===== src/rtl/bcd_to_7sd_pkg.sv =====
// Shared segment patterns for the BCD to seven-segment decoder.
// Patterns are active-high "lit" vectors ordered {A, B, C, D, E, F, G}.
package bcd_to_7sd_pkg;

    localparam logic [6:0] SEG_0      = 7'b1111110;
    localparam logic [6:0] SEG_1      = 7'b0110000;
    localparam logic [6:0] SEG_2      = 7'b1101101;
    localparam logic [6:0] SEG_3      = 7'b1111001;
    localparam logic [6:0] SEG_4      = 7'b0110011;
    localparam logic [6:0] SEG_5      = 7'b1011011;
    localparam logic [6:0] SEG_6      = 7'b1011111;
    localparam logic [6:0] SEG_7      = 7'b1110000;
    localparam logic [6:0] SEG_8      = 7'b1111111;
    localparam logic [6:0] SEG_9      = 7'b1111011;
    localparam logic [6:0] SEG_DASH   = 7'b0000001;
    localparam logic [6:0] SEG_BLANK  = 7'b0000000;
    localparam logic [6:0] SEG_ALL_ON = 7'b1111111;

endpackage


===== src/rtl/bcd_seg_lut.sv =====
// Combinational BCD digit to lit-segment lookup; codes 10-15 map to a dash or blank.
module bcd_seg_lut
    import bcd_to_7sd_pkg::*;
#(
    parameter bit INVALID_DASH = 1'b1
) (
    input  logic [3:0] bcd,
    output logic [6:0] lit
);

    always_comb begin
        lit = SEG_BLANK;
        case (bcd)
            4'd0:    lit = SEG_0;
            4'd1:    lit = SEG_1;
            4'd2:    lit = SEG_2;
            4'd3:    lit = SEG_3;
            4'd4:    lit = SEG_4;
            4'd5:    lit = SEG_5;
            4'd6:    lit = SEG_6;
            4'd7:    lit = SEG_7;
            4'd8:    lit = SEG_8;
            4'd9:    lit = SEG_9;
            default: lit = INVALID_DASH ? SEG_DASH : SEG_BLANK;
        endcase
    end

endmodule


===== src/rtl/bcd_to_7sd.sv =====
// Registered BCD to seven-segment driver with lamp test, blanking and decimal point.
// Tie en, lt_n and bi_n high and dp_in low when those features are unused.
module bcd_to_7sd
    import bcd_to_7sd_pkg::*;
#(
    parameter bit ACTIVE_LOW   = 1'b1,
    parameter bit INVALID_DASH = 1'b1
) (
    input  logic       clk,
    input  logic       rst_n,
    input  logic [3:0] bcd,
    input  logic       en,
    input  logic       lt_n,
    input  logic       bi_n,
    input  logic       dp_in,
    output logic       A,
    output logic       B,
    output logic       C,
    output logic       D,
    output logic       E,
    output logic       F,
    output logic       G,
    output logic       DP
);

    localparam logic [7:0] UNLIT = ACTIVE_LOW ? 8'hFF : 8'h00;

    logic [6:0] lut_lit;
    logic [7:0] lit_d;
    logic [7:0] seg_d;
    logic [7:0] seg_q;

    bcd_seg_lut #(
        .INVALID_DASH(INVALID_DASH)
    ) u_lut (
        .bcd(bcd),
        .lit(lut_lit)
    );

    // Lamp test beats blanking, which beats the decoded digit and DP request.
    always_comb begin
        lit_d = {lut_lit, dp_in};
        if (!lt_n) begin
            lit_d = {SEG_ALL_ON, 1'b1};
        end else if (!bi_n) begin
            lit_d = {SEG_BLANK, 1'b0};
        end
        seg_d = ACTIVE_LOW ? ~lit_d : lit_d;
    end

    always_ff @(posedge clk or negedge rst_n) begin
        if (!rst_n) begin
            seg_q <= UNLIT;
        end else if (en) begin
            seg_q <= seg_d;
        end
    end

    assign {A, B, C, D, E, F, G, DP} = seg_q;

endmodule


===== config.mk =====
export PLATFORM = sky130hd
export DESIGN_NAME = bcd_to_7sd
export DESIGN_NICKNAME = d
export VERILOG_FILES = /design/src/rtl/bcd_to_7sd_pkg.sv /design/src/rtl/bcd_seg_lut.sv /design/src/rtl/bcd_to_7sd.sv
export SDC_FILE = /design/constraint.sdc
export NUM_CORES = 1
export LEC_CHECK = 0
export ABC_AREA = 1
export CAP_MARGIN = 20
export CORE_AREA = 8 8 45 47
export DETAILED_ROUTE_END_ITERATION = 7
export DIE_AREA = 0 0 53 55
export PLACE_DENSITY_LB_ADDON = 0.15
export SLEW_MARGIN = 0
export SYNTH_ARGS = -nofsm -noshare
export SYNTH_HDL_FRONTEND = slang
export SYNTH_SLANG_ARGS = --single-unit

===== constraint.sdc =====
create_clock -name clk -period 1.25 [get_ports clk]
set_input_delay 0.125 -clock clk [delete_from_list [all_inputs] [get_ports clk]]
set_output_delay 0.125 -clock clk [all_outputs]
set_load 0.1 [all_outputs]

Yosys cells after proc, flatten, opt, wreduce, memory -nomap -nowiden --
Memory sizes are Yosys's and may differ from the RTL's. Index checks and enable logic that the tools add are counted.
Storage, ports and cells: latch bits 0, RAM bits 0, memories 1, output and inout bits 8, flip-flop bits (word level) 8, input bits 10, bits in read-only memories 112
Operators by class: divide/modulo/power cells 0, $add $sub $neg 0, equal/unequal tests 0, bitwise gates (word level) 1, shifts and indexed selects 0, multiplexer cells 2, reduce and logical (&&, ||, !) cells 0, order comparisons 0, $mul 0
Memories:
- (name not given) | depth 16, width 7, read ports 1, clocked after Yosys merged registers in 0, wr ports 0, RTL line bcd_seg_lut.sv:13 | case (bcd)
Operators by type and width (count):
- $mux 8 | 2
- $not 8->8 | 1

Depth between registers and ports, before layout --
An unclocked memory read counts as a cell.
depth in word-level cells 4, depth in mapped cells 8

Modules after synthesis --
Synthesis repeated with hierarchy kept, for this count alone.
Unflattened totals: cell total of the unflattened synthesis 80, area, all modules 541.8 µm²
By module, submodules not included:
- bcd_to_7sd | cells each 44, area each 349.1 µm², times used 1, seq. area each 210.2 µm²
- bcd_seg_lut | cells each 36, area each 192.7 µm², times used 1, seq. area each 0.0 µm²

Least setup slack after synthesis --
OpenSTA, ideal clock, no wires.
path type register to register, start point register seg_q[0] (netlist name), end point register seg_q[0], cell stages (with the launch flop) 2, arrival time 1015 ps, path slack 174 ps, setup time 60 ps, period minus slack after synthesis 1076 ps, path through dfstp_2 a21o_1
RTL lines:
- to (signal assigned) | RTL line bcd_to_7sd.sv:55 | seg_q <= seg_d;
- to (decl) | RTL line bcd_to_7sd.sv:31 | logic [7:0] seg_q;

Worst setup path after layout --
start point register seg_q[3], end point output E
RTL lines:
- to (decl) | RTL line bcd_to_7sd.sv:20 | output logic E,
No word-level cell between the ends.

==> results.txt <==
* Slowest Stage Delay on Critical Path: about 0.55 ns
- The clock passes through at most 2 buffers.
* Total core area: roughly 1400 µm²
- After clock tree synthesis, the setup repair step added 0 buffers.
* Post-DR wirelength/cell: 10.1 µm
* Worst min path class: primary input to async pin
- Synthesized area divided by synthesized cell count: 7.29 µm²
- The first routing iteration left 6 violations.
- Top fanout value on the critical path: 2
- # setup viols final: 0
- Post-cts hold buffer count: 0
* Max-slew violation total from the final report: 0
- Post-route design area: around 800 µm²
* Clock root buffer master: sky130_fd_sc_hd__clkbuf_4
- For the worst-skew pair, the clock arrives at the later sink with an insertion delay of 0.26 ns.
* Chain of cells forming the critical path: buf_12
- Area of combinational cells with multiple inputs: around 250 µm²
- Family with the most delay on the worst path: flip-flops
* Weighted congestion reported at the end of routability-driven placement: 0.807
- Post-detailed-placement half-perimeter wirelength: about 900 µm
- Overall via count from detail_route: around 450
* All-Layer GR Usage: 0.0943
- The clock arrives with 0 ns of skew.
* Cell count after synthesis: a little under 70
* Fraction of layout cells with a size suffix above 1: 0.256
- The number of antenna diodes in the final layout is 0.
- Remaining antenna violation count: 0
* CP endpoint kind: output port
- Filler Cell Count: 141
- Chip height: roughly 55 µm
- Number of nets produced by synthesis: 83
- Worst-case vdd ir drop: 527 µV
* Pin count of the biggest net entering global routing: 9
* Count of different cell masters after synthesis: 11
* Max reg flops: 8
- Synth warn: 0
- Biggest regs: seg_q: 8 flops
- Number of resized instances in the post-cts repair step: 0
* Htree depth: 1
* Worst path buffer plus inverter count: 1
- Counting I/O delays and the setup requirement, the final critical path takes 1.11 ns.
- Nets: 107
- At the pin with the least slew margin, the transition time is between 0.3 and 0.4 ns.
- Starting density of the core: 0.358
* Slowest library cell on the worst path: sky130_fd_sc_hd__dfstp_2
* Number of I/O port buffers: 17
- The floorplan step defined a die boundary enclosing approximately 3000 µm².
* Cell area after synthesis: between 400 and 500 µm²
- For this block, the routed nets add up to around 1100 µm of wire.
- The number of hold violations in the final report is 0.
* Number of design rule violations left after detail routing: 0
- In this run, CTS created clock tree buffers numbering 3.
- At the worst endpoint, the required time is 1.12 ns.
- Register area share after synthesis: 0.424
- TritonCTS built the clock tree.
- Max-cap violations: 0
- Leak pwr: approximately 0.4 nW
- Final critical-path share of the clock period: 0.890
- In this run the core area contains 14 standard-cell rows.
- Summing all placed instances gives a cell area of just under 800 µm².
- Registers take about 210 µm².
- Unrepaired setup endpoints after global routing: no
* Post-synthesis sequential element count: 8
- The run finished with clean final reports.
- Startpoint types: register
* CP Class: register to output port
- Die width: 53 µm
- Most flop-heavy register: seg_q
* Worst relative slew slack: 0.751
- In the routed layout, each cell is associated on average with a via count of 4.27.
- Wire length of the first global-routing pass: 2010 µm
- Clock slew at the register clock pins of the worst setup and hold paths: approximately 0.060 ns
* Adder-cell share of the synthesized area: 0.126
- Clock tree synthesis found a total of 8 sinks.
- The initial antenna violation count is 0.
- P&R area growth vs syn: 62.1%
- Arrival time worst endpoint: 0.99 ns
- Peak clock frequency supported by timing: between 0.8 and 0.9 GHz
- Worst Setup Slack post-DPL: -0.115 ns
* Total power after layout: between 0.9 and 1 mW
- Portion of netlist area occupied by mux cells: 0
- The via count of the first global-routing pass was approximately 460.
* Final worst slack: 0.138 ns
- Simple-Gate Fraction of Synth Area: 0.328
- The synthesized-area fraction occupied by ao, oa, aoi and oai cells came to 0.0455.
- In this run the count of I/O pins placed on the die edge is 18.
- Largest family of logic cells by synthesized area: simple AND/OR/NAND/NOR gates
- Xor/xnor share of the synthesized area: 0
- Final global-route overflow total: 0
* Count of TritonRoute iterations in the first routing pass: 2
- Power per cell area: roughly 1200 nW/µm²
## cell usage after synthesis (all sizes together)
| master | instances | area [µm²] |
|---|---|---|
| inv | 10 | 37.5 |
| nor2 | 3 | 13.8 |
| o21ai | 1 | 5.00 |
| dfstp | 8 | 210 |
| nand2 | 33 | 124 |
| a21o | 1 | 7.51 |
| a21oi | 2 | 10.0 |
| ha | 5 | 62.6 |
| nand3 | 5 | 25.0 |
## per-stage QoR
stage / setup TNS (ns) / hold WS, ns / cells / utilization
finish: 0 / 0.429 / 106 / 0.580
global placement: -0.166 / 0.479 / 103 / 0.564
floorplan: 0 / -0.0228 / 68 / -
CTS: 0 / 0.442 / 106 / 0.580
detailed placement: -0.390 / 0.478 / 103 / 0.564
global route: 0 / 0.497 / 106 / 0.580
## final timing paths
path | start | to | slack (ns) | cells after the start
worst max-delay path | seg_q[3]$_DFFE_PN1P_ | E | 0.14 | 1
worst min-delay path | rst_n | seg_q[3]$_DFFE_PN1P_ | 0.43 | 1
worst max register to register | seg_q[3]$_DFFE_PN1P_ | seg_q[3]$_DFFE_PN1P_ | 0.49 | 2
worst min register to register | seg_q[5]$_DFFE_PN1P_ | seg_q[5]$_DFFE_PN1P_ | 0.48 | 2
max in group asynchronous | rst_n | seg_q[6]$_DFFE_PN1P_ | 0.79 | 1
min in group clk | lt_n | seg_q[3]$_DFFE_PN1P_ | 0.46 | 3
## routing by layer
metal | GRT usage | vias to the layer above | share of wire
met5 | 0 | - | 0
met4 | 0.103 | 0 | 0.045
met1 | 0.107 | 187 | 0.44
met2 | 0.145 | 13 | 0.46
li1 | - | 248 | -
met3 | 0.0107 | 5 | 0.053
## cell usage in the layout (no fill, tap or decap)
cell	n
sky130_fd_sc_hd__clkdlybuf4s50_1	9
sky130_fd_sc_hd__ha_1	5
sky130_fd_sc_hd__buf_4	2
sky130_fd_sc_hd__dfstp_2	8
sky130_fd_sc_hd__o21ai_0	1
sky130_fd_sc_hd__a21oi_1	2
sky130_fd_sc_hd__buf_12	8
sky130_fd_sc_hd__nor2_1	2
sky130_fd_sc_hd__a21o_1	1
sky130_fd_sc_hd__inv_1	9
sky130_fd_sc_hd__nor2_2	1
sky130_fd_sc_hd__nand3_1	5
sky130_fd_sc_hd__nand2_1	33
sky130_fd_sc_hd__inv_2	1
sky130_fd_sc_hd__clkbuf_4	3
## cell families after synthesis
kind of cell / Yosys count
simple gates: 41
flops: 8
fa+ha+maj: 5
buf+inv: 10
compound gates: 4
## layout make-up
class | count | area share
timing repair buffer | 19 | 0.330
tap | 16 | 0.0249
clock buffer | 3 | 0.0280
inverter | 10 | 0.0467
sequential | 8 | 0.262
multi-input combinational | 50 | 0.308
## where the power goes
| group | switching (mW) | total [mW] | leakage [nW] | internal (mW) |
|---|---|---|---|---|
| sequential | 0.0260 | 0.331 | 0.0837 | 0.305 |
| clock | 0.0949 | 0.205 | 0.0138 | 0.110 |
| combinational | 0.263 | 0.418 | 0.314 | 0.155 |
| total | 0.384 | 0.954 | 0.412 | 0.570 |
No activity file was read; power rests on OpenSTA's default activity.
